**src/rtl/led_pkg.sv**
```systemverilog
// Shared constants for the LED driver BCD/binary conversion paths.
//   BCD_DIGITS : number of packed BCD digits handled by the converters
//   BIN_W      : binary count width (holds 0..999999)
//   BCD_W      : packed BCD word width
//   IDLE/CONV/ERR : state encoding of the BCD-to-binary sequencer
package led_pkg;

    localparam int BCD_DIGITS = 6;
    localparam int BIN_W      = 20;
    localparam int BCD_W      = 4 * BCD_DIGITS;

    localparam logic [1:0] IDLE = 2'd0;
    localparam logic [1:0] CONV = 2'd1;
    localparam logic [1:0] ERR  = 2'd2;

endpackage

```
**src/rtl/bcd_nib_adj.sv**
```systemverilog
// Per-digit correction step of reverse double dabble.
// After a right shift, a digit that received the carry-in from the digit
// above reads 8 or more; removing 3 restores its decimal weight (16/2 = 8
// versus 10/2 = 5).
//   nib_in  : 4-bit digit after the shift
//   nib_out : corrected digit
module bcd_nib_adj (
    input  logic [3:0] nib_in,
    output logic [3:0] nib_out
);

    // Inputs >= 8 are at least 8, so the 4-bit subtraction never wraps.
    assign nib_out = (nib_in >= 4'd8) ? (nib_in - 4'd3) : nib_in;

endmodule

```
**src/rtl/bcd2bin.sv**
```systemverilog
// Sequential packed-BCD to binary converter (reverse double dabble).
// A 20-iteration shift/correct loop turns a 6-digit BCD word into its binary
// count; words containing a nibble above 9 are rejected with err.
//   clk   : system clock, rising edge
//   rstn  : asynchronous active-low reset
//   start : conversion request, honoured only while idle
//   dcm   : packed BCD input, dcm[23:20] = most significant digit
//   busy  : conversion in progress
//   done  : one-cycle pulse, bny/err valid from this cycle
//   bny   : binary result, held until the next done
//   err   : input had a non-decimal nibble, held until the next done
//
// state | meaning
// ------+-----------------------------------------------------------
// IDLE  | waiting for start; validates and loads dcm
// CONV  | one shift/correct iteration per cycle, BW iterations total
// ERR   | invalid input seen; report err on the next edge
module bcd2bin
    import led_pkg::*;
#(
    parameter int DIGITS = BCD_DIGITS,
    parameter int BW     = BIN_W
) (
    input  logic                clk,
    input  logic                rstn,
    input  logic                start,
    input  logic [4*DIGITS-1:0] dcm,
    output logic                busy,
    output logic                done,
    output logic [BW-1:0]       bny,
    output logic                err
);

    localparam int         DW       = 4 * DIGITS;
    localparam int         SW       = DW + BW;
    localparam logic [4:0] CNT_LAST = 5'(BW - 1);

    logic [1:0]    state;
    logic [SW-1:0] sr;
    logic [4:0]    cnt;

    logic [SW-1:0] sr_shift;
    logic [DW-1:0] bcd_adj;
    logic [SW-1:0] sr_next;
    logic          dcm_ok;

    // sr = {bcd digits, binary}; bits shift out of the BCD field into the
    // binary field, then every digit is corrected.
    assign sr_shift = sr >> 1;

    for (genvar i = 0; i < DIGITS; i++) begin : g_adj
        bcd_nib_adj u_adj (
            .nib_in  (sr_shift[BW + 4*i +: 4]),
            .nib_out (bcd_adj[4*i +: 4])
        );
    end

    assign sr_next = {bcd_adj, sr_shift[BW-1:0]};

    always_comb begin
        dcm_ok = 1'b1;
        for (int i = 0; i < DIGITS; i++) begin
            if (dcm[4*i +: 4] > 4'd9) dcm_ok = 1'b0;
        end
    end

    always_ff @(posedge clk or negedge rstn) begin
        if (!rstn) begin
            state <= IDLE;
            sr    <= '0;
            cnt   <= '0;
            busy  <= 1'b0;
            done  <= 1'b0;
            bny   <= '0;
            err   <= 1'b0;
        end else begin
            done <= 1'b0;
            case (state)
                IDLE: begin
                    if (start) begin
                        busy <= 1'b1;
                        if (dcm_ok) begin
                            sr    <= {dcm, {BW{1'b0}}};
                            cnt   <= '0;
                            state <= CONV;
                        end else begin
                            state <= ERR;
                        end
                    end
                end
                CONV: begin
                    sr  <= sr_next;
                    cnt <= cnt + 5'd1;
                    if (cnt == CNT_LAST) begin
                        bny   <= sr_next[BW-1:0];
                        err   <= 1'b0;
                        done  <= 1'b1;
                        busy  <= 1'b0;
                        state <= IDLE;
                    end
                end
                ERR: begin
                    bny   <= '0;
                    err   <= 1'b1;
                    done  <= 1'b1;
                    busy  <= 1'b0;
                    state <= IDLE;
                end
                default: begin
                    busy  <= 1'b0;
                    state <= IDLE;
                end
            endcase
        end
    end

endmodule
```
**config.mk**
```make
export PLATFORM = sky130hd
export DESIGN_NAME = bcd2bin
export DESIGN_NICKNAME = d
export VERILOG_FILES = /design/src/rtl/led_pkg.sv /design/src/rtl/bcd_nib_adj.sv /design/src/rtl/bcd2bin.sv
export SDC_FILE = /design/constraint.sdc
export NUM_CORES = 1
export LEC_CHECK = 0
export CAP_MARGIN = 20
export CORE_MARGIN = 2
export CORE_UTILIZATION = 25
export DETAILED_ROUTE_END_ITERATION = 8
export SYNTH_ARGS = -nofsm -noshare
export SYNTH_HDL_FRONTEND = slang
export SYNTH_SLANG_ARGS = --single-unit
```
**constraint.sdc**
```tcl
create_clock -name clk -period 2.5 [get_ports clk]
set_input_delay 0.75 -clock clk [delete_from_list [all_inputs] [get_ports clk]]
set_output_delay 0.75 -clock clk [all_outputs]
set_load 0.02 [all_outputs]
```
==> metrics.md <==
| Metric | Value |
|---|---|
| Placed standard-cell area | 4520 um2 |
| Core Rows | 44 |
| Global-route wire length before repair | between 10000 and 15000 um |
| GRT overflow | 0 |
| Max Root-Sink Buffers | 2 |
| Worst skew pair latency | around 330 ps |
| Placed wire-length estimate | 5850 um |
| Area enclosed by the die boundary | 15900 um2 |
| Maximum clock frequency | 462 MHz |
| Flops & latches, synth | 73 |
| Number of global-route vias before repair | 2805 |
| Worst slew pin tran | 391 ps |
| Root Buffer Master | clkbuf_16 |
| Synth Cell Area | between 3000 and 4000 um2 |
| Hold Violations, Final | 0 |
| Pre-CTS setup slack | -68.1 ps |
| Class of the tightest hold or removal check | input port to async pin |
| Post-synthesis instance total | between 300 and 400 |
| Residual DRC | 0 |
| Sum of negative setup slack | 0 ps |
| Synth warn | 0 |
| Number of distinct library cells after synthesis | 33 |
| Worst path arrival time | 2380 ps |
| Number of buffers inserted by post-CTS setup repair | 0 |
| Result of the run | finished clean |
| Post-Syn Nets | 398 |
| Switching share of total power | 0.301 |
| Number of vias per cell | approximately 4.8 |
| Number of antenna-violating nets in the routed design | 0 |
| Proportion of synthesized flip-flops having asynchronous set or reset | 1.00 |
| All-layer global routing usage | 0.109 |
| Type of the worst setup path | input port to flop |
| Number of slew-limit violations in the final report | 0 |
| Routed wire length per instance | roughly 14 um |
| Clock Power Share | 0.355 |
| CTS buffer count | 9 |
| Tmin final | ~2200 ps |
| Die Y | 126 um |
| Remaining max-slew budget at the tightest pin | 0.739 |
| Standby leakage power | 2.03 nW |
| Weighted congestion reported at the end of routability-driven placement | 0.750 |
| Worst path required time | 2720 ps |
| CTS HTree Levels | 3 |
| Antenna violations before repair | 0 |
| Total design power | ~0.0039 W |
| Prevailing post-synth register cell | dfrtp_1 |
| Internal power | 0.00271 W |
| Number of antenna cells inserted | 0 |
| Worst IR Drop VDD | about 0.36 mV |
| Final-report setup violation count | 0 |
| Seq/Total Area, Yosys | 0.490 |
| Total power divided by cell area | 802 nW/um2 |
| Final period util | 0.866 |
| Total of buffers placed on input and output ports | 49 |
| Worst reg-to-reg path cell count | 6 |
| Routed vias | 2895 |
| Number of enable-type register cells in the synthesized netlist | 0 |
| I/O pin count | 50 |
| Max Cap Violations | 0 |
| Final standard cell utilization of the core | 0.333 |
| Hold-fix buffers at CTS | 0 |
| Clock tree from TritonCTS | done |
| Area of the placeable core | about 15000 um2 |
| Post-Syn Area per Cell | 10.5 um2 |
| Drt pass-1 iters | 4 |
| Worst clock skew | 2.57 ps |
| Category of the worst setup path launch point | input port |
| Pin count of the biggest net entering global routing | just over 70 |
| Register share of total power | 0.423 |
| Clock transition at path regs | ~60 ps |
| Resized Gates After CTS | 0 |
| Design area | 4840 um2 |
| Starting utilization of the core area | 0.257 |
| Endpoint kind of the worst setup timing path | flop |
| Net count reported at finish | 456 |
| Unrepaired setup endpoints after global routing | false |
| Area growth from synthesis to layout | 29.8% |
| Top fanout value on the critical path | 7 |
| Switching power total | 0.00117 W |
| Drt first-iter violations | 181 |
| Combinational power share | 0.222 |
| Die width | around 130 um |
| Total wire length after detailed routing | 8530 um |
| Fraction of final layout cells with drive strength greater than 1 | 0.114 |
| Total number of clock tree sinks | 73 |
| Post-route setup slack | 334 ps |
-- power by group through the flow --
stage	registers (W)	clock network (W)	logic [W]
detailed placement	0.00166	0	0.000865
global placement	0.00164	0	0.000828
floorplan	0.00160	0	0.000636
CTS	0.00164	0.00141	0.000877
finish	0.00164	0.00138	0.000864
global route	0.00167	0.00146	0.000983
-- area by class of cell --
| class | count | area, um2 |
|---|---|---|
| Fill cell | 1496 | 9690 |
| Sequential cell | 73 | 1830 |
| Multi-Input combinational cell | 247 | 1740 |
| Timing Repair Buffer | 72 | 683 |
| Tap cell | 184 | 230 |
| Clock buffer | 10 | 229 |
| Clock inverter | 6 | 92.6 |
| Inverter | 12 | 45.0 |
-- registers in the layout, indices dropped and copies added (netlist names) --
register / cells
sr: 43
bny: 20
cnt: 5
state: 2
busy: 1
done: 1
err: 1
-- metal layers --
layer	track usage	up-vias	routed length, um
met5	0	-	0
met4	0.0310	0	86
met3	0.0289	7	401
met2	0.162	71	3820
met1	0.156	1413	4220
li1	-	1404	-
-- placed cells by master, fill, tap and decap left out, drive strengths merged --
cell,synthesis,layout
and3,3,3
a221o,3,3
mux2i,7,7
o211ai,25,25
and4bb,1,1
nor2b,11,11
a22o,20,20
nand2b,2,2
dfrtp,73,73
clkinv,0,2
ha,14,14
mux2,18,18
o221ai,5,5
a21oi,15,15
nand3,4,4
nand4b,5,5
nor3b,2,2
clkinvlp,0,2
o21ai,42,42
and4,3,3
nand2,33,33
a21o,5,5
xnor2,10,10
nor2,17,17
inv,12,12
clkdlybuf4s50,0,48
buf,17,24
bufinv,0,2
nand4,2,2
clkbuf,8,10
-- cell families (layout without fill, tap and decap cells) --
| logic type | Yosys count | count (layout) | share of synthesized area |
|---|---|---|---|
| XOR/XNOR | 10 | 10 | 0.0235 |
| AO/OA/AOI/OAI | 115 | 115 | 0.208 |
| buffers and inverters | 37 | 100 | 0.0456 |
| AND/OR/NAND/NOR | 83 | 83 | 0.114 |
| flip-flops | 73 | 73 | 0.490 |
| adder cells (fa/ha/maj) | 14 | 14 | 0.0469 |
| multiplexers | 25 | 25 | 0.0731 |
-- stage by stage --
| step | cells | hold slack (ps) |
|---|---|---|
| after floorplan | 357 | 452 |
| after global placement | 588 | 472 |
| after detailed placement | 588 | 477 |
| after CTS | 604 | 208 |
| after global routing | 604 | 216 |
| final | 604 | 215 |
-- worst paths after layout --
check | startpoint | to | slack (ps)
min in group clk | sr[43]$_DFFE_PN0P_ | sr[43]$_DFFE_PN0P_ | 490
worst max register to register | state[0]$_DFFE_PN0P_ | sr[42]$_DFFE_PN0P_ | 680
worst min-delay path | rstn | bny[15]$_DFFE_PN0P_ | 220
max in group asynchronous | rstn | sr[31]$_DFFE_PN0P_ | 1700
worst max-delay path | dcm[22] | sr[42]$_DFFE_PN0P_ | 330
worst min register to register | sr[43]$_DFFE_PN0P_ | sr[43]$_DFFE_PN0P_ | 490
-- synthesized netlist by cell type (all sizes together) (5+ instances only) --
library cell	count	area [um2]
ha	14	175
mux2	18	203
a22o	20	175
a21oi	15	78.8
mux2i	7	70.1
nor2	17	63.8
nand2	33	124
nor2b	11	68.8
inv	12	45.0
o211ai	25	188
clkbuf	8	30.0
dfrtp	73	1830
a21o	5	37.5
nand4b	5	43.8
xnor2	10	87.6
buf	17	95.1
o221ai	5	43.8
o21ai	42	221
-- worst max-delay path, stage by stage --
cell and delay [ps]:
clkdlybuf4s50_1 420, o21ai_1 250, nand4_1 180, o21ai_2 250
buf_4 200, mux2_1 330
No activity file was read; power rests on OpenSTA's default activity.
